`src/rtl/hazard_pkg.sv`:
```
// Shared constants and the scoreboard entry type for the hazard/forwarding unit.
package hazard_pkg;

  // Forward-select value that picks the register file (no forwarding).
  localparam int FWD_RF = 0;

  // Result latencies, counted in stages after ID, for the common producers.
  localparam int LAT_ALU  = 1;
  localparam int LAT_LOAD = 2;

  // Default field widths of one scoreboard entry.
  localparam int SB_RADDR_W = 5;
  localparam int SB_LAT_W   = 3;

  // One in-flight register writer. The top keeps its entries as parametrised
  // field arrays. This struct is the default-width view of the same record.
  typedef struct packed {
    logic                  v;
    logic [SB_RADDR_W-1:0] rd;
    logic [SB_LAT_W-1:0]   lat;
  } sb_entry_t;

endpackage

```
`src/rtl/hazard_match.sv`:
```
// Youngest-producer finder plus readiness check for one ID source operand.
module hazard_match
  import hazard_pkg::*;
#(
  parameter int NSTAGES = 3,
  parameter int LAT_W   = SB_LAT_W,
  parameter int RADDR_W = SB_RADDR_W,
  parameter int SEL_W   = 2
) (
  input  logic [RADDR_W-1:0]         rs_i,
  input  logic                       use_i,
  input  logic [NSTAGES-1:0]         v_i,
  input  logic [NSTAGES*RADDR_W-1:0] rd_i,
  input  logic [NSTAGES*LAT_W-1:0]   lat_i,
  output logic [SEL_W-1:0]           sel_o,
  output logic                       hazard_o
);

  logic             found;
  int               match_k;
  logic [LAT_W-1:0] match_lat;

  // Scan oldest to youngest so the last hit, the smallest stage index, wins.
  always_comb begin
    found     = 1'b0;
    match_k   = 0;
    match_lat = '0;
    for (int k = NSTAGES; k >= 1; k--) begin
      if (use_i && (rs_i != '0) && v_i[k-1] &&
          (rd_i[(k-1)*RADDR_W +: RADDR_W] == rs_i)) begin
        found     = 1'b1;
        match_k   = k;
        match_lat = lat_i[(k-1)*LAT_W +: LAT_W];
      end
    end
    // A producer in stage k has its result only once k reaches its latency.
    hazard_o = found && (match_k < int'(match_lat));
    sel_o    = (found && !hazard_o) ? SEL_W'(match_k) : SEL_W'(FWD_RF);
  end

endmodule

```
`src/rtl/hazard_scoreboard_unit.sv`:
```
// Scoreboard-based stall, flush and forward-select generator for operands read in ID.
module hazard_scoreboard_unit
  import hazard_pkg::*;
#(
  parameter int NSTAGES = 3,
  parameter int LAT_W   = SB_LAT_W,
  parameter int RADDR_W = SB_RADDR_W,
  parameter int SEL_W   = 2,
  parameter int CNT_W   = 32
) (
  input  logic               clk,
  input  logic               rst,
  input  logic               id_valid,
  input  logic [RADDR_W-1:0] rs1_id,
  input  logic [RADDR_W-1:0] rs2_id,
  input  logic               rs1use_id,
  input  logic               rs2use_id,
  input  logic [RADDR_W-1:0] rd_id,
  input  logic               regwrite_id,
  input  logic [LAT_W-1:0]   lat_id,
  input  logic               branch_taken_id,
  input  logic               freeze,
  output logic               pc_en,
  output logic               fd_en,
  output logic               fd_flush,
  output logic               de_flush,
  output logic [SEL_W-1:0]   fwd_sel_a,
  output logic [SEL_W-1:0]   fwd_sel_b,
  output logic [CNT_W-1:0]   stall_cnt
);

  // Entry k-1 in each array describes the instruction now in stage k.
  logic [NSTAGES-1:0]         v_q, v_d;
  logic [NSTAGES*RADDR_W-1:0] rd_q, rd_d;
  logic [NSTAGES*LAT_W-1:0]   lat_q, lat_d;
  logic [CNT_W-1:0]           cnt_q, cnt_d;

  logic hazard_a, hazard_b;
  logic stall;

  hazard_match #(
    .NSTAGES(NSTAGES), .LAT_W(LAT_W), .RADDR_W(RADDR_W), .SEL_W(SEL_W)
  ) u_match_a (
    .rs_i    (rs1_id),
    .use_i   (rs1use_id),
    .v_i     (v_q),
    .rd_i    (rd_q),
    .lat_i   (lat_q),
    .sel_o   (fwd_sel_a),
    .hazard_o(hazard_a)
  );

  hazard_match #(
    .NSTAGES(NSTAGES), .LAT_W(LAT_W), .RADDR_W(RADDR_W), .SEL_W(SEL_W)
  ) u_match_b (
    .rs_i    (rs2_id),
    .use_i   (rs2use_id),
    .v_i     (v_q),
    .rd_i    (rd_q),
    .lat_i   (lat_q),
    .sel_o   (fwd_sel_b),
    .hazard_o(hazard_b)
  );

  assign stall = id_valid && (hazard_a || hazard_b);

  // Pipeline controls: freeze masks all of them; a stall also masks the branch.
  always_comb begin
    pc_en    = !freeze && !stall;
    fd_en    = !freeze && !stall;
    de_flush = !freeze && stall;
    fd_flush = !freeze && !stall && branch_taken_id;
  end

  // Next scoreboard: hold on freeze, otherwise shift and load a bubble or the ID instruction.
  always_comb begin
    v_d   = v_q;
    rd_d  = rd_q;
    lat_d = lat_q;
    cnt_d = cnt_q;
    if (!freeze) begin
      for (int k = NSTAGES - 1; k >= 1; k--) begin
        v_d[k]                    = v_q[k-1];
        rd_d[k*RADDR_W +: RADDR_W] = rd_q[(k-1)*RADDR_W +: RADDR_W];
        lat_d[k*LAT_W +: LAT_W]    = lat_q[(k-1)*LAT_W +: LAT_W];
      end
      if (stall) begin
        v_d[0]             = 1'b0;
        rd_d[RADDR_W-1:0]  = '0;
        lat_d[LAT_W-1:0]   = '0;
        if (cnt_q != '1) begin
          cnt_d = cnt_q + CNT_W'(1);
        end
      end else begin
        v_d[0]            = id_valid && regwrite_id && (rd_id != '0);
        rd_d[RADDR_W-1:0] = rd_id;
        // A zero latency would mark the result ready in ID itself; treat it as one.
        lat_d[LAT_W-1:0]  = (lat_id == '0) ? LAT_W'(1) : lat_id;
      end
    end
  end

  // State registers with asynchronous clear.
  always_ff @(posedge clk or posedge rst) begin
    if (rst) begin
      v_q   <= '0;
      rd_q  <= '0;
      lat_q <= '0;
      cnt_q <= '0;
    end else begin
      v_q   <= v_d;
      rd_q  <= rd_d;
      lat_q <= lat_d;
      cnt_q <= cnt_d;
    end
  end

  assign stall_cnt = cnt_q;

endmodule

```
`config.mk`:
```
export PLATFORM = sky130hd
export DESIGN_NAME = hazard_scoreboard_unit
export DESIGN_NICKNAME = d
export VERILOG_FILES = /design/src/rtl/hazard_pkg.sv /design/src/rtl/hazard_match.sv /design/src/rtl/hazard_scoreboard_unit.sv
export SDC_FILE = /design/constraint.sdc
export NUM_CORES = 1
export LEC_CHECK = 0
export CAP_MARGIN = 20
export CORE_MARGIN = 2
export CORE_UTILIZATION = 56
export CTS_BUF_LIST = sky130_fd_sc_hd__clkbuf_8 sky130_fd_sc_hd__clkbuf_16
export CTS_CLUSTER_SIZE = 25
export DETAILED_ROUTE_END_ITERATION = 8
export GPL_TIMING_DRIVEN = 0
export PLACE_DENSITY = 0.86
export SYNTH_ARGS = -nofsm -noshare
export SYNTH_HDL_FRONTEND = slang
export SYNTH_HIERARCHICAL = 1
export SYNTH_SLANG_ARGS = --single-unit
export TNS_END_PERCENT = 10
```
`constraint.sdc`:
```
create_clock -name clk -period 8.1 [get_ports clk]
set_input_delay 0.81 -clock clk [delete_from_list [all_inputs] [get_ports clk]]
set_output_delay 0.81 -clock clk [all_outputs]
set_load 0.01 [all_outputs]
```
* Word level (Yosys, flattened, before mapping)
Cells that the tools add are included.
** Word-level totals
- Output and inout bits :: 40
- Flip-flop bits (word level) :: 59
** Cells by class
- Multiplexer cells :: 24
- Bitwise operators :: 1
- Add/subtract/negate cells :: 1
- Reductions and logical operators :: 34
- $lt $le $gt $ge :: 2
- Equality and inequality tests :: 7
** Operators by type and width (count)
- adder 32 x 1 -> 32 bit (second input constant) :: 1
- != test 32 bit (second input constant) :: 1
- == test 5 bit :: 6
- logical AND 1 bit :: 24
- 2-to-1 mux 3 bit :: 8
- 2-to-1 mux 2 bit :: 8
- nonzero test 5 bit :: 3
- 2-to-1 mux 1 bit :: 7
- < comparator 2 x 3 -> 1 bit :: 2
- 2-to-1 mux 5 bit :: 1
- zero test 1 bit :: 4
- zero test 3 bit :: 1
- AND reduction 3 bit :: 1
- logical OR 1 bit :: 1
- inverter 1 bit :: 1

* Longest topological paths before layout
Gate-level depths: netlist (run 1).
- Depth in word-level cells :: 14
- Gate-level depth with buffers :: 16
- Depth with buffers taken out :: 15

* Hierarchy
Netlist (run 1), hierarchy kept.
** By module, submodules not included
- hazard_scoreboard_unit :: cells each 210, area each 2650.0 µm², times used 1
- hazard_match :: cells each 48, area each 346.6 µm², times used 2

* Least setup slack after synthesis (run 1)
Ideal clock, no wire load.
- Path type :: in2out
- Start point :: in rs2_id[1]
- End point :: out fd_flush
- Path buffers :: 1
- Path slack :: 3.470 ns
- Cell stages on the path :: 14
- Required time :: 7.290 ns
- Arrival :: 3.820 ns
- Cells stage by stage :: or4_4 -> o21ai_4 -> or3_4 -> nand3_1 -> a31o_1 -> ha_1 -> nor2_1 -> a31oi_1 -> o21ai_2 -> a21boi_1 -> o21ai_0 -> nor2b_1 -> clkbuf_1 -> and2_1
** Between the ends
- Word-level cells in the longest chain between the ends :: 14
** RTL lines
- start, declared :: RTL line hazard_scoreboard_unit.sv:15 : input logic [RADDR_W-1:0] rs2_id,
- nonzero test 5 bit :: RTL line hazard_match.sv:29 : if (use_i && (rs_i != '0) && v_i[k-1] &&
- logical AND 1 bit (3 in a row) :: RTL line hazard_match.sv:29
- 2-to-1 mux 2 bit or 2-to-1 mux 3 bit (tied branches) (3 in a row) :: RTL line hazard_match.sv:29
- < comparator 2 x 3 -> 1 bit :: RTL line hazard_match.sv:37 : hazard_o = found && (match_k < int'(match_lat));
- logical AND 1 bit (*) :: RTL line hazard_match.sv:37
- net hazard_b :: RTL line hazard_scoreboard_unit.sv:38 : logic hazard_a, hazard_b;
- logical OR 1 bit (*) :: RTL line hazard_scoreboard_unit.sv:65 : assign stall = id_valid && (hazard_a || hazard_b);
- logical AND 1 bit (*) :: RTL line hazard_scoreboard_unit.sv:65
- zero test 1 bit (*)
- logical AND 1 bit (*)
- net fd_en :: RTL line hazard_scoreboard_unit.sv:24 : output logic fd_en,
- logical AND 1 bit (*) :: RTL line hazard_scoreboard_unit.sv:72 : fd_flush = !freeze && !stall && branch_taken_id;
- end, declared :: RTL line hazard_scoreboard_unit.sv:25 : output logic fd_flush,
Mark *: on every way through the listed nets, which the timed path passes. The rest lies on a longest branch.

* Worst setup path after layout (run 1)
- Start point :: in rs1_id[1]
- End point :: out fd_flush
** Between the ends
- Word-level cells in the longest chain between the ends :: 14
** RTL lines
- start, declared :: RTL line hazard_scoreboard_unit.sv:14 : input logic [RADDR_W-1:0] rs1_id,
- nonzero test 5 bit :: RTL line hazard_match.sv:29
- logical AND 1 bit (3 in a row) :: RTL line hazard_match.sv:29
- 2-to-1 mux 2 bit or 2-to-1 mux 3 bit (tied branches) (3 in a row) :: RTL line hazard_match.sv:29
- < comparator 2 x 3 -> 1 bit :: RTL line hazard_match.sv:37
- logical AND 1 bit (*) :: RTL line hazard_match.sv:37
- net hazard_a :: RTL line hazard_scoreboard_unit.sv:38
- logical OR 1 bit (*) :: RTL line hazard_scoreboard_unit.sv:65
- logical AND 1 bit (*) :: RTL line hazard_scoreboard_unit.sv:65
- zero test 1 bit (*) :: RTL line hazard_scoreboard_unit.sv:72
- logical AND 1 bit (*) (2 in a row) :: RTL line hazard_scoreboard_unit.sv:72
Marked as above.

==> flow_metrics.tcl, run 1 <==
set metrics [dict create \
    total_power_mw 0.679 \
    wire_per_inst_um 17.5 \
    rows 27 \
    path_common_cell "clkdlybuf4s50_1" \
    skew_ns 0.00943 \
    reg2reg_from "rd_q[2]$_DFFE_PP0N_" \
    dpl.hpwl_mm 5.73 \
    cp_max_fo 11 \
    clkSinkCount 58 \
    power.density_mw_per_mm2 159 \
    hold_depth 1 \
    synth_cells 304 \
    finalNetCount 410 \
    crit_path_end "fd_flush" \
    criticalPathCategory "primary input to output pin" \
    cp-start-kind "primary input" \
    slowest_stage "o21ai_0" \
    crit_chain "clkdlybuf4s50_1 > or4_4 > o21ai_4 > or3_4 > nand3_1 > a31o_1 > ha_1 > nor2_1 > a31oi_1 > o21ai_2 > a21boi_1 > o21ai_0 > nor2b_1 > clkbuf_1 > and2_1 > clkdlybuf4s50_1" \
    crit_start "rs1_id[1]" \
    worstMarginPinSlew_ns 0.786 \
    cts_tree "yes" \
    ctsResizeCount 0 \
    slowest_delay_ns 0.60 \
    first_global_vias 2737 \
    relSlewSlack 0.471 \
    drt_wl_total_mm 7.98 \
    antenna_left 0 \
    core_mm2 0.00561 \
    grt-ovfl-total 0 \
    rsz0062_at_grt "false" \
    via_per_inst 5.82 \
    drive_gt1_frac 0.153 \
    drt_iter0_drc 154 \
    antenna_found_initial 0 \
    worst-endpoint-required_ns 7.29 \
    max-cap-violations 0 \
    postCtsSetupRepairBufs 0 \
    hold_class "flip-flop to flip-flop" \
    cts-root-buf "clkbuf_8" \
    clkTransAtPathRegs_ns 0.06 \
    r2r-end "stall_cnt[8]$_DFFE_PP0P_" \
    ir_drop_v 0.0000954 \
    syn_avg_cell_area_um2 10.9 \
    crit_arrival_ns 5.37 \
    cp-end-kind "output pin" \
    fin_crit_sh 0.763 \
    period_needed_ns 6.18 \
    final_util 0.760 \
    port_buffers 65 \
    layout_common_cells "clkdlybuf4s50_1 (65), dfrtp_1 (58), xnor2_1 (45)" \
    grt_usage 0.261 \
    route.detailed.drc 0 \
    grt_max_degree 43 \
    hold_viol 0 \
    r2r_slack_ns 4.09 \
    drt_pass1_iterations 4 \
    rr_worst_depth 14 \
    fmax_ghz 0.162 \
    gp_congestion 0.850 \
    final_common_cell "clkdlybuf4s50_1" \
    synth_area_mm2 0.00331 \
    outcome "completed" \
    postCtsHoldBufs 0 \
    clk_path_buf_depth 2 \
    drv_slew 0 \
    worst_skew_pair.late_latency_ns 0.33 \
    cts_buffers 9 \
    die_w_um 80.8 \
    power.leakage_nw 1.78 \
    setup_tns_ns 0 \
    synth_warnings 6 \
    dieArea_mm2 0.00654 \
    grt_first_pass_wirelength_mm 13.0 \
    htreeDepth 3 \
    initial_core_util 0.590 \
    vias 2659 \
    setup_viol 0 \
    syn2layout_area_growth_pct 28.8 \
    syn_nets 333 \
    io_pins 66 \
    antenna_cells_inserted 0 \
    die_h_um 80.8 \
]
[flip-flops by register name, summed over array words and instances, names as in the netlist]
signal	flops
rd_q	15
stall_cnt	32
lat_q	8
v_q	3
[layout make-up]
class / instances / area [um^2]
multi-input combinational: 231 / 1790
sequential: 58 / 1450
fill: 387 / 1350
timing repair buffer: 66 / 671
clock buffer: 10 / 138
tap: 72 / 90.1
clock inverter: 5 / 55.1
inverter: 9 / 33.8
buffer: 6 / 27.5
[layer usage]
| metal | track usage | wire (um) | vias to the layer above | part of all wire |
|---|---|---|---|---|
| li1 | - | - | 1253 | - |
| met1 | 0.332 | 3460 | 1310 | 0.43 |
| met2 | 0.436 | 4020 | 84 | 0.50 |
| met3 | 0.0633 | 385 | 12 | 0.048 |
| met4 | 0.0932 | 112 | 0 | 0.014 |
| met5 | 0 | 0 | - | 0 |
[power breakdown]
| group | total, mW | switching [mW] | leakage, nW | internal [mW] |
|---|---|---|---|---|
| Clock | 0.260 | 0.113 | 0.0941 | 0.147 |
| Combinational | 0.0912 | 0.0405 | 0.922 | 0.0507 |
| Sequential | 0.328 | 0.0207 | 0.761 | 0.307 |
[worst min-delay path by stage]
stage                                         start                   endpoint  slack, ns
after floorplan                lat_q[0]$_DFFE_PP0N_       lat_q[0]$_DFFE_PP0N_       0.44
after global placement         lat_q[0]$_DFFE_PP0N_       lat_q[0]$_DFFE_PP0N_       0.46
after detailed placement       lat_q[0]$_DFFE_PP0N_       lat_q[0]$_DFFE_PP0N_       0.48
after CTS                      lat_q[0]$_DFFE_PP0N_       lat_q[0]$_DFFE_PP0N_       0.50
after global routing      stall_cnt[31]$_DFFE_PP0P_  stall_cnt[31]$_DFFE_PP0P_       0.53
final                     stall_cnt[27]$_DFFE_PP0P_  stall_cnt[27]$_DFFE_PP0P_       0.51
[stage by stage]
stage / cell area (um^2) / worst slack (ns) / cells / hold slack, ns
after detailed placement: 4070 / 1.97 / 442 / 0.482
final: 4260 / 1.92 / 457 / 0.509
after CTS: 4260 / 1.97 / 457 / 0.503
after global placement: 4050 / 2.08 / 441 / 0.464
after global routing: 4260 / 1.71 / 457 / 0.527
after floorplan: 3310 / 3.47 / 304 / 0.438
[critical path: cells and delay by family]
family / cells / cell delay, ns
AOI/OAI and AO/OA: 6 / 1.48
buffers and inverters: 3 / 1.44
and+or+nand+nor: 6 / 1.35
adders and majority gates: 1 / 0.27
Power figures use the tool's default switching activity.
==> run 2, diff against run 1 <==
--- a/config.mk
+++ b/config.mk
@@ -7,12 +7,12 @@
 export LEC_CHECK = 0
 export CAP_MARGIN = 20
 export CORE_MARGIN = 2
-export CORE_UTILIZATION = 56
+export CORE_UTILIZATION = 52
 export CTS_BUF_LIST = sky130_fd_sc_hd__clkbuf_8 sky130_fd_sc_hd__clkbuf_16
 export CTS_CLUSTER_SIZE = 25
 export DETAILED_ROUTE_END_ITERATION = 8
 export GPL_TIMING_DRIVEN = 0
-export PLACE_DENSITY = 0.86
+export PLACE_DENSITY = 0.8
 export SYNTH_ARGS = -nofsm -noshare
 export SYNTH_HDL_FRONTEND = slang
 export SYNTH_HIERARCHICAL = 1
==> constraint.sdc (replaced) <==
create_clock -name clk -period 6.28 [get_ports clk]
set_input_delay 0.628 -clock clk [delete_from_list [all_inputs] [get_ports clk]]
set_output_delay 0.628 -clock clk [all_outputs]
set_load 0.01 [all_outputs]
==> run 2 against run 1 <==
Register-to-register slack lost 1.8 ns. Critical path type unchanged. Highest routed layer unchanged. Critical path depth is the same. Combinational power grew 25%. Largest cell class unchanged. Routed wire length shrank 5.2%. Via count shrank 0.64%. Setup slack lost 1.4 ns. Sequential share of layout area shrank 0.14 points. Non-clock buffer count is the same. Global-route usage shrank 3.0 points.
==> flow_metrics.tcl, run 2 (synthesis results as in run 1) <==
set metrics [dict create \
    outcome "completed" \
    crit_arrival_ns 5.16 \
    dieArea_mm2 0.00701 \
    antenna_found_initial 0 \
    port_buffers 65 \
    rsz0062_at_grt "false" \
    hp-start "lat_q[0]$_DFFE_PP0N_" \
    drt_iter0_drc 105 \
    period_needed_ns 5.79 \
    drt_pass1_iterations 4 \
    met3WireLength_um 351 \
    largest_reg_flops 32 \
    postCtsHoldBufs 0 \
    cts-root-buf "clkbuf_8" \
    hold_path_end "lat_q[0]$_DFFE_PP0N_" \
    vias 2642 \
    crit_start "rs2_id[1]" \
    wire_per_inst_um 16.3 \
    die_h_um 83.7 \
    worst-endpoint-required_ns 5.65 \
    multi_input_area_mm2 0.00179 \
    final_common_cell "clkdlybuf4s50_1" \
    grt-ovfl-total 0 \
    first_global_vias 2750 \
    clkSinkCount 58 \
    setup_tns_ns 0 \
    initial_core_util 0.530 \
    finalNetCount 410 \
    route.detailed.drc 0 \
    htreeDepth 3 \
    layout_common_cells "clkdlybuf4s50_1 (65), dfrtp_1 (58), xnor2_1 (45)" \
    gp_congestion 0.879 \
    cp-start-kind "primary input" \
    rows 29 \
    drive_gt1_frac 0.155 \
    met1_length_mm 3.21 \
    antenna_cells_inserted 0 \
    cp-end-kind "output pin" \
    ir_drop_v 0.000154 \
    rr_worst_depth 14 \
    postCtsSetupRepairBufs 0 \
    cp_max_fo 11 \
    fin_crit_sh 0.922 \
    skew_ns 0.00956 \
    highest-signal-layer "met4" \
    hold_depth 2 \
    dpl.hpwl_mm 5.56 \
    die_w_um 83.7 \
    cts_buffers 9 \
    r2r_slack_ns 2.26 \
    criticalPathCategory "primary input to output pin" \
    syn2layout_area_growth_pct 29.4 \
    grt_usage 0.231 \
    max-cap-violations 0 \
    power.leakage_nw 1.78 \
    met2_length_mm 3.79 \
    final_util 0.685 \
    cts_tree "yes" \
    power.density_mw_per_mm2 208 \
    setup_viol 0 \
    grt_first_pass_wirelength_mm 12.9 \
    antenna_left 0 \
    reg2reg_from "rd_q[4]$_DFFE_PP0N_" \
    worstMarginPinSlew_ns 0.809 \
    drv_slew 0 \
    clk_path_buf_depth 2 \
    hold_viol 0 \
    io_pins 66 \
    core_mm2 0.00624 \
    ff_latch_area_mm2 0.00145 \
    hold_class "flip-flop to flip-flop" \
    r2r-end "stall_cnt[29]$_DFFE_PP0P_" \
    relSlewSlack 0.455 \
    via_per_inst 5.71 \
    ctsResizeCount 0 \
    total_power_mw 0.889 \
    fillers 484 \
    grt_max_degree 32 \
    fmax_ghz 0.173 \
    clkTransAtPathRegs_ns 0.08 \
    drt_wl_total_mm 7.57 \
    worst_skew_pair.late_latency_ns 0.35 \
]
run 2: routing by layer:
layer  vias up  global-route usage
met5         -                   0
met4         0               0.111
met3        16              0.0504
met2        77               0.386
met1      1296               0.285
li1       1253                   -
run 2: worst max-delay path by stage:
stage                to  slack [ns]
5_1_grt        fd_flush        0.23
2_1_floorplan  fd_flush        2.01
3_3_place_gp   fd_flush        0.62
6_report       fd_flush        0.49
4_1_cts        fd_flush        0.51
3_5_place_dp   fd_flush        0.55
run 2: critical path, stage by stage:
cell and delay [ns]:
clkdlybuf4s50_1 0.51, or4_4 0.58, o21ai_4 0.20, or3_4 0.18, nand3_1 0.08, a31o_1 0.23, ha_1 0.26, nor2_1 0.03
a31oi_1 0.20, o21ai_2 0.11, a21boi_1 0.14, o21ai_0 0.66, nor2b_1 0.25, clkbuf_1 0.37, and2_1 0.19, clkdlybuf4s50_1 0.53
run 2: area by class of cell:
type / count / share of cell area
clock inverter: 6 / 0.0155
tap: 77 / 0.0225
multi-input combinational: 231 / 0.419
inverter: 9 / 0.00790
sequential: 58 / 0.339
clock buffer: 10 / 0.0322
timing repair buffer: 66 / 0.157
buffer: 6 / 0.00643
run 2: report_power, final:
part           switching (mW)  internal (mW)  total, mW  leakage [nW]
Clock                   0.158          0.193      0.351        0.0945
Combinational          0.0490         0.0652      0.114         0.922
Sequential             0.0275          0.396      0.423         0.761
Total                   0.234          0.654      0.889          1.78
run 2: through the flow:
stage | hold WS, ns | area (um^2) | setup slack [ns] | cells
after global placement | 0.466 | 4050 | 0.618 | 446
after global routing | 0.526 | 4280 | 0.229 | 463
after CTS | 0.501 | 4280 | 0.514 | 463
final | 0.494 | 4280 | 0.491 | 463
after detailed placement | 0.483 | 4070 | 0.546 | 447
after floorplan | 0.438 | 3310 | 2.01 | 304
==> run 3, diff against run 2 <==
--- a/config.mk
+++ b/config.mk
@@ -5,7 +5,7 @@
 export SDC_FILE = /design/constraint.sdc
 export NUM_CORES = 1
 export LEC_CHECK = 0
-export CAP_MARGIN = 20
+export CAP_MARGIN = 0
 export CORE_MARGIN = 2
 export CORE_UTILIZATION = 52
 export CTS_BUF_LIST = sky130_fd_sc_hd__clkbuf_8 sky130_fd_sc_hd__clkbuf_16
==> run 3 against run 2 <==
Global-route usage is the same. Maximum frequency is the same. Clock power is essentially flat. Sequential power is essentially flat. Total power is the same. Sequential share of layout area is the same.
==> flow_metrics.tcl, run 3 (synthesis results as in run 1) <==
set metrics [dict create \
    clk_path_buf_depth 2 \
    crit_chain "clkdlybuf4s50_1 > or4_4 > o21ai_4 > or3_4 > nand3_1 > a31o_1 > ha_1 > nor2_1 > a31oi_1 > o21ai_2 > a21boi_1 > o21ai_0 > nor2b_1 > clkbuf_1 > and2_1 > clkdlybuf4s50_1" \
    port_buffers 65 \
    dieArea_mm2 0.00701 \
    io_pins 66 \
    slowest_stage "o21ai_0" \
    skew_ns 0.00956 \
    power.leakage_nw 1.78 \
    via_per_inst 5.71 \
    r2r-end "stall_cnt[29]$_DFFE_PP0P_" \
    cp-start-kind "primary input" \
    fillers 484 \
    ff_latch_area_mm2 0.00145 \
    hold_viol 0 \
    postCtsHoldBufs 0 \
    grt_usage 0.231 \
    hold_path_end "lat_q[0]$_DFFE_PP0N_" \
    dpl_cell_area_mm2 0.00407 \
    die_h_um 83.7 \
    grt_first_pass_wirelength_mm 12.9 \
    outcome "completed" \
    path_common_cell "clkdlybuf4s50_1" \
    htreeDepth 3 \
    initial_core_util 0.530 \
    cp_max_fo 11 \
    path_delay_family "compound AO/OA/AOI/OAI gates" \
    finalNetCount 410 \
    rr_worst_depth 14 \
    power.density_mw_per_mm2 208 \
    layout_common_cells "clkdlybuf4s50_1 (65), dfrtp_1 (58), xnor2_1 (45)" \
    max-cap-violations 0 \
    reg2reg_from "rd_q[4]$_DFFE_PP0N_" \
    worst_skew_pair.late_latency_ns 0.35 \
    hp-start "lat_q[0]$_DFFE_PP0N_" \
    final_cells 463 \
    placed_cells 447 \
    fin_crit_sh 0.922 \
    postCtsSetupRepairBufs 0 \
    drive_gt1_frac 0.155 \
    ctsResizeCount 0 \
    cts_buffers 9 \
    rsz0062_at_grt "false" \
    worst-endpoint-required_ns 5.65 \
    final_common_cell "clkdlybuf4s50_1" \
    groute.layer.met2.usage 0.386 \
    die_w_um 83.7 \
    wire_per_inst_um 16.3 \
    fmax_ghz 0.173 \
    hold_depth 2 \
    largest_reg_flops 32 \
    slowest_delay_ns 0.66 \
    worstMarginPinSlew_ns 0.809 \
    r2r_slack_ns 2.26 \
    grt_max_degree 32 \
    final_cell_area_mm2 0.00428 \
    drt_wl_total_mm 7.57 \
    use_met3 0.0504 \
    core_mm2 0.00624 \
    multi_input_area_mm2 0.00179 \
    antenna_found_initial 0 \
    setup_viol 0 \
    drt_iter0_drc 105 \
    total_power_mw 0.889 \
    cp-end-kind "output pin" \
    route.detailed.drc 0 \
    ir_drop_v 0.000154 \
    cts-root-buf "clkbuf_8" \
    rows 29 \
    drv_slew 0 \
    first_global_vias 2750 \
    grtUsageMet1 0.285 \
    clkTransAtPathRegs_ns 0.08 \
    relSlewSlack 0.455 \
    syn2layout_area_growth_pct 29.4 \
    cts_tree "yes" \
    dpl.hpwl_mm 5.56 \
    clkSinkCount 58 \
    grt-busiest-layer "met2" \
    grt-ovfl-total 0 \
    drt_pass1_iterations 4 \
    hold_class "flip-flop to flip-flop" \
    vias 2642 \
    antenna_cells_inserted 0 \
    setup_tns_ns 0 \
    antenna_left 0 \
    critPathBufInv 3 \
    crit_arrival_ns 5.16 \
    criticalPathCategory "primary input to output pin" \
    period_needed_ns 5.79 \
    gp_congestion 0.879 \
]
-- run 3: stage by stage --
step,utilization,worst slack [ns],hold slack (ns)
floorplan,-,2.01,0.438
global placement,0.650,0.618,0.466
detailed placement,0.653,0.546,0.483
CTS,0.685,0.514,0.501
global route,0.685,0.229,0.526
finish,0.685,0.491,0.494
-- run 3: tightest hold or removal path, delay by kind of cell (launching register included) --
kind,cells,cell delay (ns)
flops,1,0.36
simple gates,2,0.11
-- run 3: final cells by class --
class,count,area share
multi-input cells,231,0.419
flip-flops and latches,58,0.339
repair buffers,66,0.157
clock buffers,10,0.0322
well taps,77,0.0225
clock inverters,6,0.0155
inverters,9,0.00790
plain buffers,6,0.00643
-- run 3: how the worst max path moves through the flow --
stage	endpoint	from	cells past startpoint	slack [ns]
final	fd_flush	rs2_id[1]	16	0.49
after global routing	fd_flush	rs2_id[4]	16	0.23
after CTS	fd_flush	rs2_id[1]	16	0.51
after detailed placement	fd_flush	rs2_id[1]	16	0.55
after global placement	fd_flush	rs2_id[1]	16	0.62
after floorplan	fd_flush	rs2_id[1]	14	2.01
-- run 3: power by group --
group / internal (mW) / total, mW / switching, mW
clock: 0.193 / 0.351 / 0.158
combinational: 0.0652 / 0.114 / 0.0490
sequential: 0.396 / 0.423 / 0.0275
total: 0.654 / 0.889 / 0.234
-- run 3: routing by layer --
layer  routed length (um)  vias up
met5                    0        -
met4                  209        0
met3                  351       16
met2                 3790       77
met1                 3210     1296
li1                     -     1253
